File: config.mk
export PLATFORM = sky130hd
export DESIGN_NAME = level_ctrl_flat
export DESIGN_NICKNAME = d
export VERILOG_FILES = /design/src/rtl/game_pkg.sv /design/src/rtl/level_ctrl_if.sv /design/src/rtl/pause_timer.sv /design/src/rtl/level_ctrl.sv /design/src/flat_wrapper.sv
export SDC_FILE = /design/constraint.sdc
export NUM_CORES = 1
export LEC_CHECK = 0
export ABC_AREA = 1
export CAP_MARGIN = 10
export CORE_UTILIZATION = 40
export CTS_BUF_LIST = sky130_fd_sc_hd__clkbuf_8
export DETAILED_ROUTE_END_ITERATION = 16
export GPL_ROUTABILITY_DRIVEN = 0
export HOLD_SLACK_MARGIN = 0.02
export SLEW_MARGIN = 20
export SYNTH_ARGS = -nofsm -noshare
export SYNTH_HDL_FRONTEND = slang
export SYNTH_HIERARCHICAL = 1
export SYNTH_SLANG_ARGS = --single-unit
File: constraint.sdc
create_clock -name pclk -period 2.03 [get_ports pclk]
set_clock_uncertainty 0.05 [all_clocks]
set_input_delay 0.406 -clock pclk [delete_from_list [all_inputs] [get_ports pclk]]
set_output_delay 0.406 -clock pclk [all_outputs]
set_load 0.01 [all_outputs]
File: src/rtl/game_pkg.sv
// Shared types and widths for the game-progression logic.
package game_pkg;

    typedef enum logic [2:0] {
        IDLE  = 3'd0,
        PLAY  = 3'd1,
        CLEAR = 3'd2,
        OVER  = 3'd3,
        WON   = 3'd4
    } level_state_t;

    localparam int LEVEL_W     = 4;
    localparam int ENEMY_CNT_W = 8;

endpackage

File: src/rtl/level_ctrl_if.sv
// Event inputs and status outputs of level_ctrl.
// master = game glue driving events; slave = level_ctrl.
interface level_ctrl_if;
    import game_pkg::*;

    logic                   start;
    logic                   kill;
    logic                   player_dead;
    logic [LEVEL_W-1:0]     level;
    logic [ENEMY_CNT_W-1:0] enemies_left;
    logic [1:0]             lives;
    logic                   playing;
    logic                   paused;
    logic                   level_up;
    logic                   game_over;
    logic                   game_won;

    modport master (
        output start, kill, player_dead,
        input  level, enemies_left, lives, playing, paused, level_up, game_over, game_won
    );

    modport slave (
        input  start, kill, player_dead,
        output level, enemies_left, lives, playing, paused, level_up, game_over, game_won
    );

endinterface

File: src/rtl/pause_timer.sv
// Between-level pause timer: counts 0..DELAY-1 while en is high and pulses
// done on the terminal count; held at zero whenever en is low.
module pause_timer #(
    parameter int DELAY = 1
) (
    input  logic pclk,
    input  logic rst,
    input  logic en,
    output logic done
);
    localparam int CNT_W = $clog2(DELAY + 1);

    logic [CNT_W-1:0] cnt_q, cnt_d;

    assign done = en && (cnt_q == CNT_W'(DELAY - 1));

    always_comb begin
        cnt_d = cnt_q + CNT_W'(1);
        if (!en || done) cnt_d = '0;
    end

    always_ff @(posedge pclk) begin
        if (rst) cnt_q <= '0;
        else     cnt_q <= cnt_d;
    end

endmodule

File: src/rtl/level_ctrl.sv
// Game-progression controller: counts kills, pauses between levels, advances
// level and flags game over / won. Optional lives support: LEVEL_CTRL_LIVES_EN.
module level_ctrl
    import game_pkg::*;
#(
    parameter int ENEMIES_PER_LEVEL = 8,
    parameter int MAX_LEVEL         = 2,
    parameter int CLEAR_DELAY       = 65_000_000,
    parameter int LIVES             = 3
) (
    input logic          pclk,
    input logic          rst,
    level_ctrl_if.slave  bus
);
    localparam logic [LEVEL_W-1:0]     LEVEL_MAX  = LEVEL_W'(MAX_LEVEL);
    localparam logic [ENEMY_CNT_W-1:0] ENEMY_LOAD = ENEMY_CNT_W'(ENEMIES_PER_LEVEL);
`ifdef LEVEL_CTRL_LIVES_EN
    localparam logic [1:0]             LIVES_LOAD = 2'(LIVES);
`else
    localparam logic [1:0]             LIVES_LOAD = 2'd1;
    logic lives_param_unused;
    assign lives_param_unused = |LIVES;
`endif

    level_state_t           state_q, state_d;
    logic [LEVEL_W-1:0]     level_q, level_d;
    logic [ENEMY_CNT_W-1:0] enemies_left_q, enemies_left_d;
    logic [1:0]             lives_q, lives_d;
    logic                   playing_q, playing_d;
    logic                   paused_q, paused_d;
    logic                   level_up_q, level_up_d;
    logic                   game_over_q, game_over_d;
    logic                   game_won_q, game_won_d;
    logic                   pause_done;

    pause_timer #(.DELAY(CLEAR_DELAY)) u_pause_timer (
        .pclk (pclk),
        .rst  (rst),
        .en   (state_q == CLEAR),
        .done (pause_done)
    );

    always_comb begin
        state_d        = state_q;
        level_d        = level_q;
        enemies_left_d = enemies_left_q;
        lives_d        = lives_q;
        level_up_d     = 1'b0;

        case (state_q)
            IDLE: begin
                level_d        = LEVEL_W'(1);
                enemies_left_d = ENEMY_LOAD;
                lives_d        = LIVES_LOAD;
                if (bus.start) state_d = PLAY;
            end
            PLAY: begin
                // A death in the same cycle as a kill wins; the kill is dropped.
                if (bus.player_dead) begin
`ifdef LEVEL_CTRL_LIVES_EN
                    if (lives_q > 2'd1) begin
                        lives_d = lives_q - 2'd1;
                    end else begin
                        lives_d = 2'd0;
                        state_d = OVER;
                    end
`else
                    state_d = OVER;
`endif
                end else if (bus.kill) begin
                    if (enemies_left_q > ENEMY_CNT_W'(1)) begin
                        enemies_left_d = enemies_left_q - ENEMY_CNT_W'(1);
                    end else begin
                        enemies_left_d = '0;
                        state_d        = (level_q >= LEVEL_MAX) ? WON : CLEAR;
                    end
                end
            end
            CLEAR: begin
                if (pause_done) begin
                    if (level_q < LEVEL_MAX) level_d = level_q + LEVEL_W'(1);
                    level_up_d     = 1'b1;
                    enemies_left_d = ENEMY_LOAD;
                    state_d        = PLAY;
                end
            end
            OVER, WON: begin
                if (bus.start) begin
                    level_d        = LEVEL_W'(1);
                    enemies_left_d = ENEMY_LOAD;
                    lives_d        = LIVES_LOAD;
                    state_d        = PLAY;
                end
            end
            default: state_d = IDLE;
        endcase

        playing_d   = (state_d == PLAY);
        paused_d    = (state_d == CLEAR);
        game_over_d = (state_d == OVER);
        game_won_d  = (state_d == WON);
    end

    always_ff @(posedge pclk) begin
        if (rst) begin
            state_q        <= IDLE;
            level_q        <= LEVEL_W'(1);
            enemies_left_q <= ENEMY_LOAD;
            lives_q        <= LIVES_LOAD;
            playing_q      <= 1'b0;
            paused_q       <= 1'b0;
            level_up_q     <= 1'b0;
            game_over_q    <= 1'b0;
            game_won_q     <= 1'b0;
        end else begin
            state_q        <= state_d;
            level_q        <= level_d;
            enemies_left_q <= enemies_left_d;
            lives_q        <= lives_d;
            playing_q      <= playing_d;
            paused_q       <= paused_d;
            level_up_q     <= level_up_d;
            game_over_q    <= game_over_d;
            game_won_q     <= game_won_d;
        end
    end

    assign bus.level        = level_q;
    assign bus.enemies_left = enemies_left_q;
    assign bus.lives        = lives_q;
    assign bus.playing      = playing_q;
    assign bus.paused       = paused_q;
    assign bus.level_up     = level_up_q;
    assign bus.game_over    = game_over_q;
    assign bus.game_won     = game_won_q;

endmodule

File: src/flat_wrapper.sv
// flat-port wrapper written by rule: the top's interface ports become plain ports
module level_ctrl_flat import game_pkg::*;
#(
    parameter int ENEMIES_PER_LEVEL = 8,
    parameter int MAX_LEVEL         = 2,
    parameter int CLEAR_DELAY       = 65_000_000,
    parameter int LIVES             = 3
)
  (pclk, rst, bus_start, bus_kill, bus_player_dead, bus_level, bus_enemies_left, bus_lives, bus_playing, bus_paused, bus_level_up, bus_game_over, bus_game_won);
  level_ctrl_if bus_i ();
  input logic pclk;
  input logic rst;
  input wire logic [$bits(bus_i.start)-1:0] bus_start;
  input wire logic [$bits(bus_i.kill)-1:0] bus_kill;
  input wire logic [$bits(bus_i.player_dead)-1:0] bus_player_dead;
  output wire logic [$bits(bus_i.level)-1:0] bus_level;
  output wire logic [$bits(bus_i.enemies_left)-1:0] bus_enemies_left;
  output wire logic [$bits(bus_i.lives)-1:0] bus_lives;
  output wire logic [$bits(bus_i.playing)-1:0] bus_playing;
  output wire logic [$bits(bus_i.paused)-1:0] bus_paused;
  output wire logic [$bits(bus_i.level_up)-1:0] bus_level_up;
  output wire logic [$bits(bus_i.game_over)-1:0] bus_game_over;
  output wire logic [$bits(bus_i.game_won)-1:0] bus_game_won;
  assign bus_i.start = bus_start;
  assign bus_i.kill = bus_kill;
  assign bus_i.player_dead = bus_player_dead;
  assign bus_level = bus_i.level;
  assign bus_enemies_left = bus_i.enemies_left;
  assign bus_lives = bus_i.lives;
  assign bus_playing = bus_i.playing;
  assign bus_paused = bus_i.paused;
  assign bus_level_up = bus_i.level_up;
  assign bus_game_over = bus_i.game_over;
  assign bus_game_won = bus_i.game_won;
  level_ctrl #(.ENEMIES_PER_LEVEL(ENEMIES_PER_LEVEL), .MAX_LEVEL(MAX_LEVEL), .CLEAR_DELAY(CLEAR_DELAY), .LIVES(LIVES)) u_core (.pclk(pclk), .rst(rst), .bus(bus_i));
endmodule
# ---- After elaboration in Yosys (flattened, before gate mapping)
# Index checks and enable logic that the tools add are counted.
dict set report op_classes {
  mux 20
  n_addsub 3
  magnitude_cmp 3
  n_reduce_logical 14
  n_eq_ne 14
  bitwise_logic 1
}
# operator count
set op_table {}
lappend op_table {{$mux W8} 5}
lappend op_table {{$pmux W8 S4} 1}
lappend op_table {{$add A26 B1 Y26 const B} 1}
lappend op_table {{$eq A26 B26 Y1 const B} 1}
lappend op_table {{$mux W3} 6}
lappend op_table {{$eq A3 B2 Y1 const B} 4}
lappend op_table {{$mux W4} 3}
lappend op_table {{$pmux W4 S3} 1}
lappend op_table {{$pmux W3 S3} 1}
lappend op_table {{$gt A8 B1 Y1 const B} 1}
lappend op_table {{$sub A8 B1 Y8 const B} 1}
lappend op_table {{$eq A3 B1 Y1 const B} 2}
lappend op_table {{$eq A3 B3 Y1 const B} 2}
lappend op_table {{$ne A2 B2 Y1 const B} 3}
lappend op_table {{$reduce_or A2 Y1} 3}
lappend op_table {{$reduce_and A5 Y1} 1}
lappend op_table {{$add A4 B1 Y4 const B} 1}
lappend op_table {{$ge A4 B2 Y1 const B} 1}
lappend op_table {{$lt A4 B2 Y1 const B} 1}
lappend op_table {{$ne A2 B1 Y1 const B} 2}
lappend op_table {{$pmux W2 S2} 1}
lappend op_table {{$reduce_and A4 Y1} 1}
lappend op_table {{$reduce_bool A4 Y1} 1}
lappend op_table {{$logic_not A3 Y1} 1}
lappend op_table {{other kinds (10)} 10}
dict set report totals {
  output_inout_bits 19
  inputBits 5
  elab_cells 65
  reg_bits 48
}

# ---- Longest topological paths before layout
dict set report logic_depth {
  ltp_word 7
  ltp_mapped 15
}

# ---- Modules after synthesis
# Netlist, hierarchy kept.
# module seq_area_each_um2 n_inst cells_each area_each_um2
set modules_own_cells {}
lappend modules_own_cells {pause_timer 520.5 1 229 1445.1}
lappend modules_own_cells {level_ctrl 400.4 1 163 1109.8}

# ---- Worst setup path after synthesis
# OpenSTA, ideal clock, no wires.
dict set report synth_path {
  path_type {register to register}
  startpoint {register u_core.u_pause_timer.cnt_q[0]}
  endpoint {register u_core.enemies_left_q[7], in the netlist u_core/bus.enemies_left[7]}
  path_stages_with_launch 16
  slack_ns 0.197
  arrival_time_ns 1.674
  path_cell_list {dfxtp_1 ha_1 nand2_2 nor2_4 inv_1 nor2_1 nand2_1 nor2_1 inv_1 nand2_2 nand2_4 nor2_8 buf_6 nand4_1 nand2_1 nor2_1}
}
dict set report synth_between {
  elab_chain_cells 4
}
# element line_no
set synth_rtl {}
lappend synth_rtl {{from (decl)} pause_timer.sv:13} ;# logic [CNT_W-1:0] cnt_q, cnt_d;
lappend synth_rtl {{from (signal assigned)} pause_timer.sv:24} ;# else cnt_q <= cnt_d;
lappend synth_rtl {{$eq A26 B26 Y1} pause_timer.sv:15} ;# assign done = en && (cnt_q == CNT_W'(DELAY - 1));
lappend synth_rtl {{$logic_and A1 B1 Y1} pause_timer.sv:15}
lappend synth_rtl {{via u_core.pause_done} level_ctrl.sv:34} ;# logic pause_done;
lappend synth_rtl {{$ne A2 B1 Y1 (no source line)} --}
lappend synth_rtl {{$reduce_and A5 Y1 (no source line)} --}
lappend synth_rtl {{to (signal assigned)} level_ctrl.sv:118} ;# enemies_left_q <= enemies_left_d;
lappend synth_rtl {{to (decl)} level_ctrl.sv:27} ;# logic [ENEMY_CNT_W-1:0] enemies_left_q, enemies_left_d;
# The timed path passes the listed nets, and every way through them passes these cells.
# A chain may end at the register's enable or synchronous reset.

# ---- Worst setup path after layout
dict set report layout_path {
  startpoint {register u_core.u_pause_timer.cnt_q[0]}
  endpoint {register u_core.enemies_left_q[0], in the netlist u_core/bus.enemies_left[0]}
}
# The elaborated chain is that of the path after synthesis.

==> reports/qor.csv <==
metric;value;unit
critPathLaunchType;register;
worstPathCellList;ha_2 > nand2_2 > nor2_4 > inv_1 > nor2_1 > nand2_1 > nor2_1 > inv_1 > nand2_2 > nand2_4 > nor2_8 > buf_6 > xor2_1 > nor2_1;
drt.antenna.violating_nets;0;
fillCellCount;639;
cts_root_buf;clkbuf_8;
synth_edf_count;0;
synth_cell_types;31;
clock_path_buffers;2;
slew_headroom;65.80;%
vdd_drop_max;350.3;uV
maxCapViolations;0;
grt_pass1_wl;8970;um
netSwitchingFraction;29.74;%
antenna_cells;0;
rows;28;
cts_tree;done;
status;finished clean;
worst-r2r-setup-slack;120;ps
worstReg2RegStart;u_core/u_pause_timer/cnt_q[0];
syn_inst;392;
dp_slack;104.0;ps
area_growth;16.45;%
yosysSeqAreaShare;36.04;%
layout.nets;431;
min_to;u_core/u_pause_timer/cnt_q[0];
port_buffers;21;
combPwrFrac;21.8;%
cts_sinks;46;
multi_input_area;1374;um^2
grt_usage;17.33;%
die_area;6711;um^2
intPower;0.001396;W
clkPwrFrac;29.4;%
worstMarginPinSlew;511.1;ps
setup_viol;0;
ys_top_cells_by_count;nand2_1 (101), nor2_1 (74), inv_1 (53);
cp.required;2170;ps
hold_violations;0;
cpMaxStageDelayCell;dfxtp_2;
synth_area_leaders;dfxtp_1 (36%), nand2_1 (15%), nor2_1 (11%);
drt-initial-drc-count;88;
ys_seq_elements;46;
wl_per_cell;10.68;um
drive_gt1_share;11.85;%
worstPathMaxFanout;7;
end_kind;register;
yosys.area.top_type;dfxtp_1;
grt.overflow.total;0;
routed_wl;5308;um
finalCritPeriodShare;94.32;%
reg2reg_depth;14;
r2r-end;u_core/bus.enemies_left[0];
ys.flop_type;dfxtp_1;
antenna_found_initial;0;
switchingPower;0.0005911;W
hold_start;u_core/u_pause_timer/cnt_q[0];
synth_fp_nets;402;
setup_ws;115.3;ps
coreArea;6026;um^2
htree_levels;2;
vias_per_cell;4.668;
numCtsBuffers;5;
crit_top_cell;nor2_1;
start_util;42.40;%
finalSetupTns;0;ps
die_w;81.92;um
seq_power_share;48.8;%
synth_top_area_share;36.04;%
num_io_pins;24;
seqCellArea;928.4;um^2
critPathKind;register to register;
slew_violations;0;
synth_area;2555;um^2
min_period;1915;ps
vias;2320;
die_y;81.92;um
fmax;522.3;MHz
dr.pass1.iters;4;
drc;0;
async_flop_share;0;%
use_met2;30.74;%
grt_max_degree;27;
worst_hold_path.num_cells;1;
grt_pass1_vias;2136;
insertion_delay;300;ps
cp_slowest_stage_delay;350;ps
top_usage_layer;met2;
critPathArrivalTime;2060;ps
use_met3;3.667;%
powerDensity;668.0;nW/um^2
hold_class;register to register;
place_hpwl;4071;um
cts.clk_slew.worst_paths;90;ps
leakage;1.118;nW
ys_warn_count;6;
grt_use_met1;20.24;%
syn_area_per_cell;6.518;um^2
yosysMostFrequentCell;nand2_1;
-- logic make-up after synthesis --
group	count (synthesis)	synth area share [%]
XOR/XNOR	11	3.771
other	2	0.2939
buffers and inverters	64	10.58
adder cells (fa/ha/maj)	5	2.449
flip-flops	46	36.04
AO/OA/AOI/OAI	36	7.640
AND/OR/NAND/NOR	228	39.23
-- through the flow --
step	instance area (um^2)	power, W	std cells	util [%]	hold slack [ps]
finish	2975	0.001988	497	49.38	379.7
global route	2975	0.002114	497	49.38	390.2
CTS	2924	0.001989	493	48.53	405.1
detailed placement	2829	0.001389	485	46.95	391.4
global placement	2829	0.001386	485	46.95	379.7
floorplan	2555	0.001277	392	-	367.3
-- per-layer routing --
layer / part of all wire, % / vias to the layer above
met1: 48 / 1027
met2: 49 / 31
met4: 0.90 / 0
met5: 0 / -
li1: - / 1258
met3: 2.3 / 4
-- how the worst max path moves through the flow --
stage,startpoint,to
after floorplan,u_core/u_pause_timer/cnt_q[0],u_core/bus.enemies_left[7]
after global placement,u_core/u_pause_timer/cnt_q[0],u_core/bus.enemies_left[0]
after detailed placement,u_core/u_pause_timer/cnt_q[0],u_core/bus.enemies_left[0]
after CTS,u_core/u_pause_timer/cnt_q[0],u_core/bus.enemies_left[0]
after global routing,u_core/u_pause_timer/cnt_q[0],u_core/bus.enemies_left[0]
final,u_core/u_pause_timer/cnt_q[0],u_core/bus.enemies_left[0]
-- sequential cells by signal (all words and copies together) (netlist names) --
| name | count |
|---|---|
| u_core/bus.playing | 1 |
| u_core/u_pause_timer/cnt_q | 26 |
| u_core/bus.enemies_left | 8 |
| u_core/state_q | 3 |
| u_core/bus.game_won | 1 |
| u_core/bus.level | 4 |
| u_core/bus.paused | 1 |
| u_core/bus.level_up | 1 |
| u_core/bus.game_over | 1 |
-- area by class of cell --
class                           instances  area share (%)
Sequential cell                        46           31.20
Tap cell                               75           3.154
Inverter                               58           7.317
Clock inverter                          2          0.4205
Timing Repair Buffer                   28           8.957
Clock buffer                            6           2.775
Multi-Input combinational cell        282           46.17
-- power groups by stage --
stage	sequential (W)	combinational, W	clock (W)
floorplan	0.00100	0.000276	0
global placement	0.000992	0.000394	0
detailed placement	0.000992	0.000397	0
CTS	0.000971	0.000399	0.000619
global route	0.000977	0.000481	0.000655
finish	0.000970	0.000433	0.000585
-- critical path: cells and delay by family (launching register included) --
| family | cells | cell delay, ps |
|---|---|---|
| buffers and inverters | 3 | 270 |
| adders and majority gates | 1 | 190 |
| xor gates and xnor gates | 1 | 150 |
| and+or+nand+nor | 9 | 790 |
| DFF | 1 | 350 |
-- what timing repair did --
item | 4_1_cts | 5_1_grt
hold buffers | 0 | 0
hold endpoints to repair | 0 | 0
setup buffers | 0 | 4
resized for setup | 0 | 11
setup endpoints to repair | 0 | 9
-- layout by cell type, fill, tap and decap left out, types with 2 or more instances in the layout --
cell type	n
a21oi_1	16
buf_4	6
clkbuf_8	6
clkdlybuf4s50_1	21
conb_1	2
dfxtp_1	40
dfxtp_2	6
ha_1	4
inv_1	53
inv_2	5
nand2_1	101
nand2_2	7
nand3_1	24
nand3_2	2
nand3b_1	2
nand4_1	2
nor2_1	73
nor2_2	5
nor2_4	4
nor3_1	4
o211ai_1	2
o21ai_0	12
o21ai_1	3
xnor2_1	3
xor2_1	8
(Power assumes the default switching activity.)
